===== src/rtl/rv32i_pkg.sv =====
`default_nettype none
// ============================================================================
//  Module      : rv32i_pkg
//  Description : Shared RV32I definitions used by the load/store unit:
//                funct3 strobe encodings, LSU state enum and small helpers.
//  Contents    : STB_* strobe codes, lsu_state_e, strobe_size(), lane_mask()
//  Revision    : 1.0 - initial release
// ============================================================================
package rv32i_pkg;

    localparam logic [2:0] STB_B  = 3'b000;
    localparam logic [2:0] STB_H  = 3'b001;
    localparam logic [2:0] STB_W  = 3'b010;
    localparam logic [2:0] STB_BU = 3'b100;
    localparam logic [2:0] STB_HU = 3'b101;

    typedef enum logic [1:0] {
        IDLE  = 2'd0,
        BEAT0 = 2'd1,
        BEAT1 = 2'd2,
        RESP  = 2'd3
    } lsu_state_e;

    // Access size in bytes; unknown funct3 codes behave as a word access.
    function automatic logic [2:0] strobe_size(input logic [2:0] strobe);
        case (strobe)
            STB_B, STB_BU: return 3'd1;
            STB_H, STB_HU: return 3'd2;
            STB_W:         return 3'd4;
            default:       return 3'd4;
        endcase
    endfunction

    // Expand 4 lane enables (bit 3 = bits [31:24]) into a 32-bit bit mask.
    function automatic logic [31:0] lane_mask(input logic [3:0] be);
        return {{8{be[3]}}, {8{be[2]}}, {8{be[1]}}, {8{be[0]}}};
    endfunction

endpackage
`default_nettype wire


===== src/rtl/lsu_lane_align.sv =====
`default_nettype none
// ============================================================================
//  Module      : lsu_lane_align
//  Description : Combinational lane logic for the load/store unit. Maps byte
//                offset and size onto per-beat byte enables, places store
//                bytes into lanes and merges/extends load data.
//  Ports       : offset, strobe, store_data      - access description
//                load_w0, load_w1                - beat0 / beat1 read words
//                be0, be1, two_beats             - lane enables, beat count
//                store_w0, store_w1              - lane-aligned write words
//                load_data                       - extended load result
//  Revision    : 1.0 - initial release
// ============================================================================
module lsu_lane_align
    import rv32i_pkg::*;
(
    input  logic [1:0]  offset,
    input  logic [2:0]  strobe,
    input  logic [31:0] store_data,
    input  logic [31:0] load_w0,
    input  logic [31:0] load_w1,
    output logic [3:0]  be0,
    output logic [3:0]  be1,
    output logic        two_beats,
    output logic [31:0] store_w0,
    output logic [31:0] store_w1,
    output logic [31:0] load_data
);

    logic [2:0]  size;
    logic [5:0]  pad_bits;   // 8 * (4 - size)
    logic [4:0]  off_bits;   // 8 * offset
    logic [7:0]  be_dw;
    logic [63:0] store_dw;
    logic [31:0] load_raw;
    logic        sign_ext;

    // The two beats are treated as one big-endian 64-bit double word: byte
    // position p of the pair sits at bits [63-8p:56-8p], so beat0 is the
    // upper half and beat1 the lower half.
    always_comb begin
        size     = strobe_size(strobe);
        pad_bits = {3'd4 - size, 3'b000};
        off_bits = {offset, 3'b000};
        sign_ext = ~strobe[2];

        // size ones at the top of the double-word map, moved to the offset
        be_dw    = (8'hF0 << (3'd4 - size)) >> offset;

        // left-justify the right-justified store bytes, then move to offset
        store_dw = ({store_data, 32'h0} << pad_bits) >> off_bits;

        // bring byte o to the top, then right-justify the size bytes
        load_raw = 32'(({load_w0, load_w1} << off_bits) >> (7'd32 + {1'b0, pad_bits}));

        case (size)
            3'd1:    load_data = {{24{sign_ext & load_raw[7]}},  load_raw[7:0]};
            3'd2:    load_data = {{16{sign_ext & load_raw[15]}}, load_raw[15:0]};
            default: load_data = load_raw;
        endcase
    end

    assign be0       = be_dw[7:4];
    assign be1       = be_dw[3:0];
    assign two_beats = |be_dw[3:0];
    assign store_w0  = store_dw[63:32];
    assign store_w1  = store_dw[31:0];

endmodule
`default_nettype wire


===== src/rtl/load_store_unit.sv =====
`default_nettype none
// ============================================================================
//  Module      : load_store_unit
//  Description : RV32I load/store initiator. Accepts one request per
//                handshake, issues one or two word beats on a req/ack data
//                memory port, and returns a one-cycle response.
//  Ports       : CLK, RST (async active-low)
//                ReqValid/ReqReady/ReqWrite/ReqStrobe/ReqAddr/ReqWData
//                RespValid/RespRData/RespErr
//                MemReq/MemAck/MemWe/MemAddr/MemByteEn/MemWData/MemRData
//  Revision    : 1.0 - initial release
// ============================================================================
module load_store_unit
    import rv32i_pkg::*;
#(
    parameter int TIMEOUT_CYCLES   = 16,
    parameter bit ALLOW_MISALIGNED = 1'b1
) (
    input  logic        CLK,
    input  logic        RST,
    input  logic        ReqValid,
    output logic        ReqReady,
    input  logic        ReqWrite,
    input  logic [2:0]  ReqStrobe,
    input  logic [31:0] ReqAddr,
    input  logic [31:0] ReqWData,
    output logic        RespValid,
    output logic [31:0] RespRData,
    output logic        RespErr,
    output logic        MemReq,
    input  logic        MemAck,
    output logic        MemWe,
    output logic [31:0] MemAddr,
    output logic [3:0]  MemByteEn,
    output logic [31:0] MemWData,
    input  logic [31:0] MemRData
);

    localparam int CNT_W = $clog2(TIMEOUT_CYCLES + 1);

    lsu_state_e        state_q, state_d;
    logic              req_write_q;
    logic [2:0]        req_strobe_q;
    logic [31:0]       req_addr_q, req_wdata_q;
    logic [CNT_W-1:0]  wait_cnt;
    logic [31:0]       merge_q, resp_rdata_q;
    logic              resp_err_q;
    logic              mem_req_q, mem_we_q;
    logic [31:0]       mem_addr_q, mem_wdata_q;
    logic [3:0]        mem_be_q;

    logic [31:0] al_addr, al_wdata, al_w0;
    logic [2:0]  al_strobe;
    logic [3:0]  be0, be1;
    logic        two_beats;
    logic [31:0] store_w0, store_w1, load_data;
    logic        accept, reject, beat_ack, timed_out, in_beat, timeout_hit;

    // In IDLE the lane logic looks at the incoming request so beat0 can be
    // registered at accept time; afterwards it looks at the latched request.
    always_comb begin
        al_addr   = (state_q == IDLE) ? ReqAddr   : req_addr_q;
        al_strobe = (state_q == IDLE) ? ReqStrobe : req_strobe_q;
        al_wdata  = (state_q == IDLE) ? ReqWData  : req_wdata_q;
        al_w0     = (state_q == BEAT1) ? merge_q  : MemRData;
    end

    lsu_lane_align u_align (
        .offset     (al_addr[1:0]),
        .strobe     (al_strobe),
        .store_data (al_wdata),
        .load_w0    (al_w0),
        .load_w1    (MemRData),
        .be0        (be0),
        .be1        (be1),
        .two_beats  (two_beats),
        .store_w0   (store_w0),
        .store_w1   (store_w1),
        .load_data  (load_data)
    );

    always_ff @(posedge CLK or negedge RST) begin
        if (!RST) state_q <= IDLE;
        else      state_q <= state_d;
    end

    always_comb begin
        state_d     = state_q;
        accept      = 1'b0;
        reject      = 1'b0;
        beat_ack    = 1'b0;
        timed_out   = 1'b0;
        in_beat     = (state_q == BEAT0) || (state_q == BEAT1);
        // the counter has seen TIMEOUT_CYCLES-1 idle cycles; this is the last
        timeout_hit = (wait_cnt == CNT_W'(TIMEOUT_CYCLES - 1));
        case (state_q)
            IDLE: begin
                if (ReqValid) begin
                    accept = 1'b1;
                    if (!ALLOW_MISALIGNED && two_beats) begin
                        reject  = 1'b1;
                        state_d = RESP;
                    end else begin
                        state_d = BEAT0;
                    end
                end
            end
            BEAT0, BEAT1: begin
                if (MemAck) begin
                    beat_ack = 1'b1;
                    state_d  = (state_q == BEAT0 && two_beats) ? BEAT1 : RESP;
                end else if (timeout_hit) begin
                    timed_out = 1'b1;
                    state_d   = RESP;
                end
            end
            RESP:    state_d = IDLE;
            default: state_d = IDLE;
        endcase
    end

    always_ff @(posedge CLK or negedge RST) begin
        if (!RST) begin
            req_write_q  <= 1'b0;
            req_strobe_q <= 3'b000;
            req_addr_q   <= 32'h0;
            req_wdata_q  <= 32'h0;
            wait_cnt     <= '0;
            merge_q      <= 32'h0;
            resp_rdata_q <= 32'h0;
            resp_err_q   <= 1'b0;
            mem_req_q    <= 1'b0;
            mem_we_q     <= 1'b0;
            mem_addr_q   <= 32'h0;
            mem_be_q     <= 4'h0;
            mem_wdata_q  <= 32'h0;
        end else begin
            if (accept) begin
                req_write_q  <= ReqWrite;
                req_strobe_q <= ReqStrobe;
                req_addr_q   <= ReqAddr;
                req_wdata_q  <= ReqWData;
            end

            if (accept && !reject) begin
                mem_req_q   <= 1'b1;
                mem_we_q    <= ReqWrite;
                mem_addr_q  <= {ReqAddr[31:2], 2'b00};
                mem_be_q    <= be0;
                mem_wdata_q <= ReqWrite ? store_w0 : 32'h0;
                wait_cnt    <= '0;
            end else if (beat_ack && state_d == BEAT1) begin
                merge_q     <= MemRData & lane_mask(be0);
                mem_addr_q  <= {req_addr_q[31:2] + 30'd1, 2'b00};
                mem_be_q    <= be1;
                mem_wdata_q <= req_write_q ? store_w1 : 32'h0;
                wait_cnt    <= '0;
            end else if (beat_ack || timed_out) begin
                // a completed beat0 store is left in memory on a beat1 timeout
                mem_req_q   <= 1'b0;
                mem_we_q    <= 1'b0;
                mem_addr_q  <= 32'h0;
                mem_be_q    <= 4'h0;
                mem_wdata_q <= 32'h0;
                wait_cnt    <= '0;
            end else if (in_beat) begin
                wait_cnt    <= wait_cnt + 1'b1;
            end

            if (state_d == RESP) begin
                resp_err_q   <= reject || timed_out;
                resp_rdata_q <= (beat_ack && !req_write_q) ? load_data : 32'h0;
            end
        end
    end

    assign ReqReady  = (state_q == IDLE);
    assign RespValid = (state_q == RESP);
    assign RespErr   = RespValid & resp_err_q;
    assign RespRData = RespValid ? resp_rdata_q : 32'h0;
    assign MemReq    = mem_req_q;
    assign MemWe     = mem_we_q;
    assign MemAddr   = mem_addr_q;
    assign MemByteEn = mem_be_q;
    assign MemWData  = mem_wdata_q;

endmodule
`default_nettype wire


===== config.mk =====
export PLATFORM = sky130hd
export DESIGN_NAME = load_store_unit
export DESIGN_NICKNAME = d
export VERILOG_FILES = /design/src/rtl/rv32i_pkg.sv /design/src/rtl/lsu_lane_align.sv /design/src/rtl/load_store_unit.sv
export SDC_FILE = /design/constraint.sdc
export NUM_CORES = 1
export LEC_CHECK = 0
export CORE_MARGIN = 2
export CORE_UTILIZATION = 58
export DETAILED_ROUTE_END_ITERATION = 7
export PLACE_DENSITY = 0.95
export SYNTH_ARGS = -nofsm -noshare
export SYNTH_HDL_FRONTEND = slang
export SYNTH_SLANG_ARGS = --single-unit
export TNS_END_PERCENT = 50

===== constraint.sdc =====
create_clock -name CLK -period 6.83 [get_ports CLK]
set_input_delay 0.683 -clock CLK [delete_from_list [all_inputs] [get_ports CLK]]
set_output_delay 0.683 -clock CLK [all_outputs]
set_load 0.01 [all_outputs]

* Word level (Yosys, flattened, before mapping)
Index checks and enable logic that the tools add are counted.
** Cells by class
- Add/subtract/negate cells :: 4
- Eq/ne operators :: 12
- Shift-type cells :: 6
- Mux-type cells :: 38
- Bitwise logic cells :: 6
- Reductions and logical operators :: 17
** Operator list (count)
- two-way mux 32 bit :: 11
- one-hot mux 32 bit (2 select lines) :: 1
- left shift 64 x 5 -> 64 bit :: 1
- left shift 64 x 6 -> 64 bit :: 1
- >> shifter 64 x 5 -> 64 bit :: 1
- >> shifter 64 x 7 -> 32 bit :: 1
- AND 32 bit :: 1
- adder 30 x 1 -> 30 bit, second input constant :: 1
- two-way mux 5 bit :: 4
- two-way mux 1 bit :: 12
- two-way mux 4 bit :: 3
- equality test 2 bit, second input constant :: 4
- two-way mux 2 bit :: 4
- left shift 8 x 3 -> 8 bit, first input constant :: 1
- >> shifter 8 x 2 -> 8 bit :: 1
- adder 6 x 6 -> 7 bit, first input constant :: 1
- equality test 3 x 1 -> 1 bit, second input constant :: 2
- equality test 3 bit, second input constant :: 2
- one-hot mux 2 bit (3 select lines) :: 1
- one-hot mux 3 bit (2 select lines) :: 1
- OR reduction 2 bit :: 3
- adder 5 x 1 -> 5 bit, second input constant :: 1
- equality test 5 x 4 -> 1 bit, second input constant :: 1
- AND reduction 2 bit :: 2
- other kinds (16) :: 22
** Word-level totals
- Register bits :: 210
- Output and inout bits :: 105

* Logic depth before layout (Yosys ltp)
- Word-level depth :: 17
- Depth in mapped cells :: 11
- Gate-level depth less buffers :: 8

* By module
Synthesis repeated with hierarchy kept, for this count alone.
** Unflattened totals
- Cells, all modules :: 1589
- Area total of the unflattened synthesis :: 13554.2 µm²
** By module, submodules not included
- load_store_unit :: instances 1, cells an instance 1061, area an instance 9993.3 µm², sequential area each 5205.0 µm²
- lsu_lane_align :: instances 1, cells an instance 528, area an instance 3560.9 µm², sequential area each 0.0 µm²

* Worst setup path after synthesis
OpenSTA, ideal clock, no wires.
- Path kind :: register to register
- Start :: register state_q[0]
- End :: register resp_rdata_q[23]
- Arrival time :: 2.449 ns
- Data required time :: 6.707 ns
- Path slack :: 4.258 ns
- Cell stages (with the launch flop) :: 10
- Path buffers :: 2
- Period minus slack after synthesis :: 2.572 ns
- Cell sequence :: dfrtp_1 > inv_1 > ha_1 > buf_6 > mux2_4 > mux2_4 > and3_4 > o311ai_4 > buf_6 > o2bb2ai_2
** Between the ends
- Longest elaborated chain between the ends :: 14
- Elaborated cells between the ends (all ways) :: 38
- Those cells by class :: add/sub (2); eq/ne (9); shift (4); mux (12); bitwise (3); reduce/logical (8)
** RTL lines
- start, declared :: line load_store_unit.sv:41 : lsu_state_e state_q, state_d;
- start signal, assigned :: line load_store_unit.sv:84 : else state_q <= state_d;
- logical NOT 2 bit *
- via ReqReady :: line load_store_unit.sv:22 : output logic ReqReady,
- parallel branches: the longest is 13 deep, another holds adder 6 x 6 -> 7 bit
- end signal, assigned :: line load_store_unit.sv:172 : resp_rdata_q <= (beat_ack && !req_write_q) ? load_data : 32'h0;
- end, declared :: line load_store_unit.sv:46 : logic [31:0] merge_q, resp_rdata_q;
Mark *: on every way through the listed nets, which the timed path passes.
A chain may end at the register's enable or synchronous reset.

* Worst setup path after layout
- Start :: register state_q[0]
- End :: register merge_q[31]
** Between the ends
- Longest elaborated chain between the ends :: 16
- Elaborated cells between the ends (all ways) :: 31
- Those cells by class :: add/sub (1); eq/ne (7); shift (2); mux (10); bitwise (2); reduce/logical (9)
** RTL lines
- logical NOT 2 bit :: line load_store_unit.sv:62, load_store_unit.sv:63, load_store_unit.sv:96
- two-way mux 3 bit :: line load_store_unit.sv:63 : al_strobe = (state_q == IDLE) ? ReqStrobe : req_strobe_q;
- equality test 3 x 1 -> 1 bit (tied with other cells) :: line rv32i_pkg.sv:26 : case (strobe)
- OR reduction 2 bit :: line rv32i_pkg.sv:26
- one-hot mux 3 bit (2 select lines) :: line rv32i_pkg.sv:26
- subtractor 3 bit :: line lsu_lane_align.sv:48 : be_dw = (8'hF0 << (3'd4 - size)) >> offset;
- left shift 8 x 3 -> 8 bit :: line lsu_lane_align.sv:48
- >> shifter 8 x 2 -> 8 bit :: line lsu_lane_align.sv:48
- OR reduction 4 bit :: line lsu_lane_align.sv:65 : assign two_beats = |be_dw[3:0];
- logical AND 1 bit :: line load_store_unit.sv:111 : state_d = (state_q == BEAT0 && two_beats) ? BEAT1 : RESP;
- two-way mux 1 bit :: line load_store_unit.sv:111
- two-way mux 2 bit :: line load_store_unit.sv:109 : if (MemAck) begin
- one-hot mux 2 bit (3 select lines) :: line load_store_unit.sv:96 : case (state_q)
- equality test 2 bit :: line load_store_unit.sv:152 : end else if (beat_ack && state_d == BEAT1) begin
- logical AND 1 bit :: line load_store_unit.sv:152
- AND reduction 2 bit (no source line)
- end signal, assigned :: line load_store_unit.sv:153 : merge_q <= MemRData & lane_mask(be0);
- end, declared :: line load_store_unit.sv:46
Parallel ways exist; a longest one is shown, timed or not.

==> flow_summary.yaml <==
run_status:
  status: "finished with violations"
  violations: "DRC"
timing:
  tns_ns: 0
  hold_violations: 0
  slew_viol_final: 0
  rsz0062_at_grt: "no"
  setup_violations: 0
  fmax_ghz: 0.217
  skew_ns: 0.00803
  period_share_pct: 67.4
  finalCriticalPeriod_ns: 4.61
  tightest_slew_ns: 0.988
  relSlewSlack_pct: 34.1
logic_synthesis:
  synth_ff_type: "dfrtp_1"
  synth-edff-count: 0
  synthesis.area_um2: 12100
  yosysUniqueCellTypes: 69
  yosysTopAreaCellShare_pct: 43.1
  yosys-top-cells-area: "dfrtp_1 (43%), nand2_1 (9.9%), mux2i_1 (6.5%), mux2_2 (4.1%), and2_1 (2.3%)"
  ys_async_sr_fraction_pct: 100
  yosysTopAreaCell: "dfrtp_1"
  synth_warnings: 0
  seq_area_frac_synth_pct: 43.1
  ys_ff_latch: 208
  syn_area_per_cell_um2: 9.22
  synthCells: 1311
global_route:
  grt_pass1_wl_um: 58200
  grt-ovfl-total: 0
  antenna_found_initial: 1
  grt_pass1_vias: 10836
  grt_usage_pct: 32.9
  grt_start_max_net_pins: 90
finish:
  final_area_um2: 14900
  final_common_cell: "nand2_1"
  drive_above_1_share_pct: 9.08
  area_growth_syn_to_layout_pct: 23.2
  antenna_cells: 0
  final_cell_mix: "nand2_1 (318), dfrtp_1 (208), clkdlybuf4s50_1 (205)"
  fin_nets: 1570
detailed_routing:
  vias_per_cell: 6.37
  ant_nets: 0
  drtPass1Iterations: 8
  post-route-drc-count: 2
  drt_wl_total_um: 36100
  drt_iter0_drc: 1358
  vias: 11110
  wl_per_cell_um: 20.7
place:
  dpl_cell_area_um2: 14200
  dp_hpwl_um: 24600
  place.gp.congestion: 0.937
  io_buffers: 206
critical_path:
  critical_path.cell_chain: "inv_1 -> ha_2 -> mux2i_4 -> a21oi_1 -> o211a_2 -> o21ai_4 -> buf_4 -> mux2_1"
  cp_slowest_cell: "mux2i_4"
  worstSetupPathType: "flop to flop"
  crit_arrival_ns: 5.01
  path_max_fanout: 50
  critPathCaptureType: "flop"
  startpoint_type: "flop"
  cp.required_ns: 7.23
  slowest_delay_ns: 0.88
clock_network:
  cts_num_sinks: 208
  clk_pin_slew_ns: 0.06
  cts_root_buffer: "clkbuf_16"
  postCtsSetupBuffers: 0
  cts.path.max_buffers: 3
  cts-resized-gates: 0
  postCtsHoldBufs: 0
  cts_tree: "yes"
  cts_buffers: 22
  htreeDepth: 1
  clk_latency_ns: 0.52
floorplanning:
  row_count: 52
  initial_core_util_pct: 59.4
  dieWidth_um: 148
  dieArea_um2: 22000
  die_h_um: 148
  core_area_um2: 20400
  ios: 209
power:
  p_leak_nw: 6.59
  power_density_nw_per_um2: 483
  peakVddDrop_v: 0.000368
worst_hold_path:
  hold_path_class: "input pin to asynchronous set/reset pin"
flow_run:
  cap_violations: 0
[metal layers]
metal,vias up,share of wire (%),global-route usage (%)
met5,-,0.030,0
met4,2,3.8,12.1
met3,115,11,7.48
met2,724,45,50.4
met1,5294,40,46.2
li1,4975,-,-
[final cells by class]
cell class / count / area (um^2)
Multi-Input combinational cell: 976 / 6370
Fill cell: 1436 / 5480
Sequential cell: 208 / 5200
Timing Repair Buffer: 219 / 2160
Clock buffer: 29 / 607
Tap cell: 270 / 338
Inverter: 32 / 120
Clock inverter: 11 / 83.8
[flip-flops by register name (all words and copies together) (netlist names)]
register,flops
MemAddr,30
MemByteEn,4
MemReq,1
MemWData,32
MemWe,1
merge_q,32
req_addr_q,32
req_strobe_q,3
req_wdata_q,32
req_write_q,1
resp_err_q,1
resp_rdata_q,32
state_q,2
wait_cnt,5
[worst max-delay path: cells and delay by family (launching register included)]
family                     cells  cell delay [ns]
AOI/OAI and AO/OA              3             1.18
adders and majority gates      1             0.79
buffers and inverters          2             0.78
DFF                            1             0.44
muxes                          2             1.25
[cells by family after synthesis]
kind of cell             synth area share (%)
AO/OA/AOI/OAI                            17.0
XOR/XNOR                                 2.03
adder cells (fa/ha/maj)                 0.725
buffers and inverters                    4.78
flip-flops                               43.1
multiplexers                             12.8
other                                  0.0310
AND/OR/NAND/NOR                          19.6
[stage by stage]
stage               instances  setup WS [ns]  hold slack, ns  total power (W)  util (%)
finish                   1745           2.22           0.221          0.00720      73.1
global route             1745           1.98           0.287          0.00762      73.1
CTS                      1745           2.29           0.244          0.00711      73.1
detailed placement       1705           2.34           0.455          0.00591      69.7
global placement         1705           2.44           0.450          0.00577      69.7
floorplan                1312           4.26           0.387          0.00468         -
[final timing paths]
check	cells after the start	to	slack, ns	start
worst max-delay path	8	merge_q[31]$_DFFE_PN0P_	2.22	state_q[0]$_DFF_PN0_
worst min-delay path	1	req_addr_q[20]$_DFFE_PN0P_	0.22	RST
worst max register to register	8	merge_q[31]$_DFFE_PN0P_	2.22	state_q[0]$_DFF_PN0_
worst min register to register	2	req_wdata_q[20]$_DFFE_PN0P_	0.47	req_wdata_q[20]$_DFFE_PN0P_
max in group asynchronous	2	MemAddr[10]$_DFFE_PN0P_	5.31	RST
min in group CLK	2	req_wdata_q[20]$_DFFE_PN0P_	0.47	req_wdata_q[20]$_DFFE_PN0P_
[cells in the mapped netlist, types with 9 or more instances]
| library cell | instances |
|---|---|
| a22oi_1 | 34 |
| mux2_1 | 9 |
| xor2_1 | 19 |
| nor3_1 | 9 |
| nand3_1 | 32 |
| o21ai_1 | 12 |
| o221ai_1 | 23 |
| a32o_1 | 14 |
| and3_1 | 26 |
| a31oi_1 | 14 |
| dfrtp_1 | 208 |
| a211oi_1 | 10 |
| inv_1 | 32 |
| clkbuf_1 | 51 |
| nor2_1 | 48 |
| buf_2 | 27 |
| o211ai_1 | 18 |
| and2_1 | 45 |
| a32oi_1 | 13 |
| nand2_1 | 319 |
| mux2i_1 | 79 |
| a21oi_1 | 34 |
| o2bb2ai_2 | 10 |
| o21ai_0 | 44 |
| mux2_2 | 44 |
| xnor2_1 | 9 |
[report_power, final]
part	leakage, nW	switching (W)	internal [W]	total, W
logic	3.60	0.00228	0.00157	0.00385
registers	2.67	0.000427	0.00176	0.00219
clock network	0.329	0.000520	0.000634	0.00115
total	6.59	0.00323	0.00397	0.00720
Note: power is estimated with default switching activity, not from simulation.
==> RTL edit 1: new RTL, config.mk and constraints unchanged <==
Put a register stage on the output `RespErr`, cleared by the reset. The value now appears one clock later. The other outputs are not delayed to match.
--- a/src/rtl/load_store_unit.sv
+++ b/src/rtl/load_store_unit.sv
@@ -177,5 +177,11 @@
     assign ReqReady  = (state_q == IDLE);
     assign RespValid = (state_q == RESP);
-    assign RespErr   = RespValid & resp_err_q;
+    always_ff @(posedge CLK or negedge RST) begin
+        if (!RST) begin
+            RespErr <= '0;
+        end else begin
+            RespErr <= RespValid & resp_err_q;
+        end
+    end
     assign RespRData = RespValid ? resp_rdata_q : 32'h0;
     assign MemReq    = mem_req_q;
Behaviour: same outputs for any inputs over 4 cycles, from zero or initial values and one cycle with RST low; that may be too few to reach the edited logic, so the function may still have changed.
==> RTL edit 1 against the original RTL <==
  * Synthesized cell count increased by 0.99%
  * Count of clock-buffer cells in the layout increased by 3
  * Sequential cell count increased by 1
  * Die area about the same
  * Synthesized area about the same
  * Global-route usage decreased by 0.94 points
  * First-iteration DRC count decreased by 13%
  * Wire length decreased by 1.8%
  * Non-clock buffer count decreased by 1
  * Design area increased by 0.12%
  * Setup slack got worse by 0.081 ns
  * Critical path depth unchanged
  * Total power increased by 0.64%
  * Clock skew increased by 0.015 ns
==> RTL edit 1: results <==
group,metric,value,unit
critical_path,critical_path.slowest_cell,"sky130_fd_sc_hd__nand3_1",
critical_path,worst-r2r-cell-count,8,
critical_path,crit_path_max_fanout,45,
routing,detail_route.vias_per_cell,6.34,
critical_path,r2r_setup_slack,2.14,ns
yosys,ys.flop_type,"sky130_fd_sc_hd__dfrtp_1",
place,port_buffers,206,
sta,worst-slew-pin-transition,1.28,ns
sta,timing.clock.skew,0.0234,ns
global_route,maximum_number_of_pins_on_one_net_before_global_route_repair,79,
yosys,seq_area_frac_synth,43.3,%
global_route,track_usage,31.9,%
outcome,run_status,"complete, no violations",
cts,cts_buffer_depth,3,
yosys,synth.distinct_cells,68,
place,routabilityCongestion,0.920,
place,hpwl_after_dpl,24.1,mm
global_route,antenna_violations_before_repair,1,
power_and_ir_drop,p_leak,0.00668,uW
final_layout,fillCellCount,1407,
min_path,hold_path.class,"primary input to asynchronous set/reset pin",
critical_path,worst_r2r_endpoint,"resp_rdata_q[7]$_DFFE_PN0N_",
power_and_ir_drop,max-vdd-ir-drop,0.396,mV
cts,clock_insertion_delay_at_the_later_pin_of_the_skew_report,0.52,ns
critical_path,timing.critical_path.slowest_cell_delay,0.94,ns
cts,cts_root_buffer,"sky130_fd_sc_hd__clkbuf_16",
final_layout,layout.nets,1578,
cts,cts_htree_levels,1,
sta,worst_slack_on_hold_paths,0.146,ns
final_layout,antenna_cells,0,
yosys,synth_async_sr_flop_share,100,%
place,dpl.cell_count,1713,
global_route,grt_pass1_wl,56.5,mm
routing,firstDrtPassIters,6,
critical_path,worstPathArrival,5.07,ns
yosys,syn-instance-count,1324,
critical_path,timing.rr.start,"state_q[0]$_DFF_PN0_",
final_layout,drive_gt1_share,8.63,%
critical_path,critPathTopFamily,"compound AO/OA/AOI/OAI gates",
routing,drt_first_iter_violations,1187,
routing,route.final.wire_length,35.5,mm
routing,detailroute.via_count,11109,
yosys,post_synth_main_area_contributors,"sky130_fd_sc_hd__dfrtp_1, sky130_fd_sc_hd__nand2_1, sky130_fd_sc_hd__mux2i_1, sky130_fd_sc_hd__mux2_2, sky130_fd_sc_hd__o21ai_0",
run,max_cap_viol_count,0,
yosys,synthTopCellsByCount,"sky130_fd_sc_hd__nand2_1, sky130_fd_sc_hd__dfrtp_1, sky130_fd_sc_hd__mux2i_1",
[RTL edit 1: stage by stage]
step / total power (uW) / util [%] / cell area (um^2) / worst slack [ns]
3_5_place_dp: 5830 / 69.4 / 14100 / 2.23
5_1_grt: 7650 / 73.2 / 14900 / 1.78
4_1_cts: 7150 / 73.2 / 14900 / 2.25
3_3_place_gp: 5690 / 69.4 / 14100 / 2.34
2_1_floorplan: 4670 / - / 12100 / 4.31
6_report: 7240 / 73.2 / 14900 / 2.14
[RTL edit 1: logic make-up (layout without fill, tap and decap cells)]
| group | Yosys count | count (layout) | share of synthesized area (%) |
|---|---|---|---|
| other | 1 | 2 | 0.0310 |
| AO/OA/AOI/OAI | 275 | 275 | 16.5 |
| multiplexers | 141 | 141 | 12.7 |
| flip-flops | 209 | 209 | 43.3 |
| AND/OR/NAND/NOR | 530 | 530 | 19.6 |
| adder cells (fa/ha/maj) | 7 | 7 | 0.725 |
| XOR/XNOR | 28 | 28 | 2.03 |
| buffers and inverters | 133 | 291 | 5.23 |
[RTL edit 1: routing by layer]
layer | GRT usage (%) | up-vias | share of wire (%)
met1 | 44.6 | 5278 | 40
met5 | 0 | - | 0.037
li1 | - | 4983 | -
met2 | 49.7 | 742 | 45
met3 | 7.39 | 104 | 11
met4 | 10.7 | 2 | 3.4
[RTL edit 1: final cells by class]
| cell class | count | area, um^2 | share of cell area, % |
|---|---|---|---|
| timing repair buffer | 218 | 2160 | 14.5 |
| clock inverter | 8 | 111 | 0.747 |
| inverter | 33 | 124 | 0.831 |
| multi-input combinational | 983 | 6280 | 42.1 |
| clock buffer | 32 | 668 | 4.48 |
| tap | 270 | 338 | 2.27 |
| sequential | 209 | 5230 | 35.1 |
[RTL edit 1: report_power, final]
group / internal, uW / switching, uW
combinational: 1530 / 2260
sequential: 1770 / 411
clock: 759 / 513
==> RTL edit 2: new RTL, config.mk and constraints unchanged <==
Made on the original files. `TIMEOUT_CYCLES`: 16 -> 32.
--- a/src/rtl/load_store_unit.sv
+++ b/src/rtl/load_store_unit.sv
@@ -14,5 +14,5 @@
     import rv32i_pkg::*;
 #(
-    parameter int TIMEOUT_CYCLES   = 16,
+    parameter int TIMEOUT_CYCLES   = 32,
     parameter bit ALLOW_MISALIGNED = 1'b1
 ) (
Function: no difference found for any inputs over 4 cycles, from zero or initial values and one cycle with RST low; that may be too few to reach the edited logic, so the function may still have changed.
==> RTL edit 2 against the original RTL <==
  * Clock power rose by 15%
  * Non-clock buffer count did not move
  * Total power up 4.8%
  * Critical path depth grew 1
  * Design area increased by 5.7%
  * Die area increased by 6.9%
  * Sequential cell count is 1 higher
  * Setup slack improved by 0.092 ns
  * Synthesized area rose by 7.1%
  * Wire length is 16% higher
  * Largest power group unchanged
==> RTL edit 2: results <==
group,metric,value,unit
yosys,synthTopCellsByCount,"sky130_fd_sc_hd__nand2_1, sky130_fd_sc_hd__dfrtp_1, sky130_fd_sc_hd__mux2i_1",
final_layout,drive_gt1_share,7.82,%
place,dp_worst_setup_slack,2.50,ns
critical_path,critPathTopFamily,"compound AO/OA/AOI/OAI gates",
global_route,grt_pass1_wl,66.6,mm
global_route,first_global_vias,12430,
sta,relSlewSlack,26.5,%
final_layout,final-clk-cell-share,5.05,%
critical_path,worstPathArrival,4.93,ns
power_and_ir_drop,max-vdd-ir-drop,0.323,mV
critical_path,crit_path_max_fanout,39,
power_and_ir_drop,power.share.clock,17.5,%
outcome,run_status,"complete, no violations",
final_layout,non_clock_buffer_share,13.7,%
yosys,postSynthAreaPerCell,8.58,um^2
floorplan,standard_cell_core_area,21900,um^2
global_route,antenna_violations_before_repair,0,
yosys,post_synth_mux_area_share,13.1,%
global_route,maximum_number_of_pins_on_one_net_before_global_route_repair,102,
routing,route.final.wire_length,42.0,mm
final_layout,layout.nets,1756,
final_layout,fillCellCount,1591,
final_layout,multi_input_area_share,45.5,%
place,hpwl_after_dpl,28.1,mm
global_route,track_usage,35.0,%
routing,detailroute.via_count,12635,
final_layout,inverters,10,
routing,detail_route.wl_per_cell,21.6,um
final_layout,area.share.sequential,33.2,%
place,routabilityCongestion,0.987,
yosys,synth.distinct_cells,72,
final_layout,area.sequential,5230,um^2
sta,timing.clock.skew,0.0131,ns
power_and_ir_drop,power.combinational.total,3990,uW
power_and_ir_drop,p_leak,0.00692,uW
yosys,post_synth_main_area_contributors,"sky130_fd_sc_hd__dfrtp_1, sky130_fd_sc_hd__nand2_1, sky130_fd_sc_hd__mux2i_1, sky130_fd_sc_hd__o21ai_0, sky130_fd_sc_hd__mux2_4",
final_layout,multiInputCombCellCount,1183,
[RTL edit 2: cell types whose count changed after synthesis, sizes merged, moves of 19 or more]
cell    change
nand2     +116
nor2       +35
nand3      +34
o21ai      +24
inv        -22
o221ai     -22
buf        +19
[RTL edit 2: metal layers]
layer	track usage (%)	up-vias	share of wire [%]
met5	0	-	0
li1	-	5559	-
met2	55.3	890	46
met4	18.2	0	5.7
met3	6.80	190	11
met1	45.9	5996	38
[RTL edit 2: worst paths after layout]
check                                              end  slack, ns  cells after the start
setup reg to reg              MemWData[29]$_DFFE_PN0P_       2.32                      9
hold / removal             resp_rdata_q[7]$_DFFE_PN0N_       0.25                      1
min in group CLK                merge_q[5]$_DFFE_PN0P_       0.47                      2
max in group asynchronous      merge_q[29]$_DFFE_PN0P_       5.12                      2
hold reg to reg                 merge_q[5]$_DFFE_PN0P_       0.47                      2
setup / recovery              MemWData[29]$_DFFE_PN0P_       2.32                      9
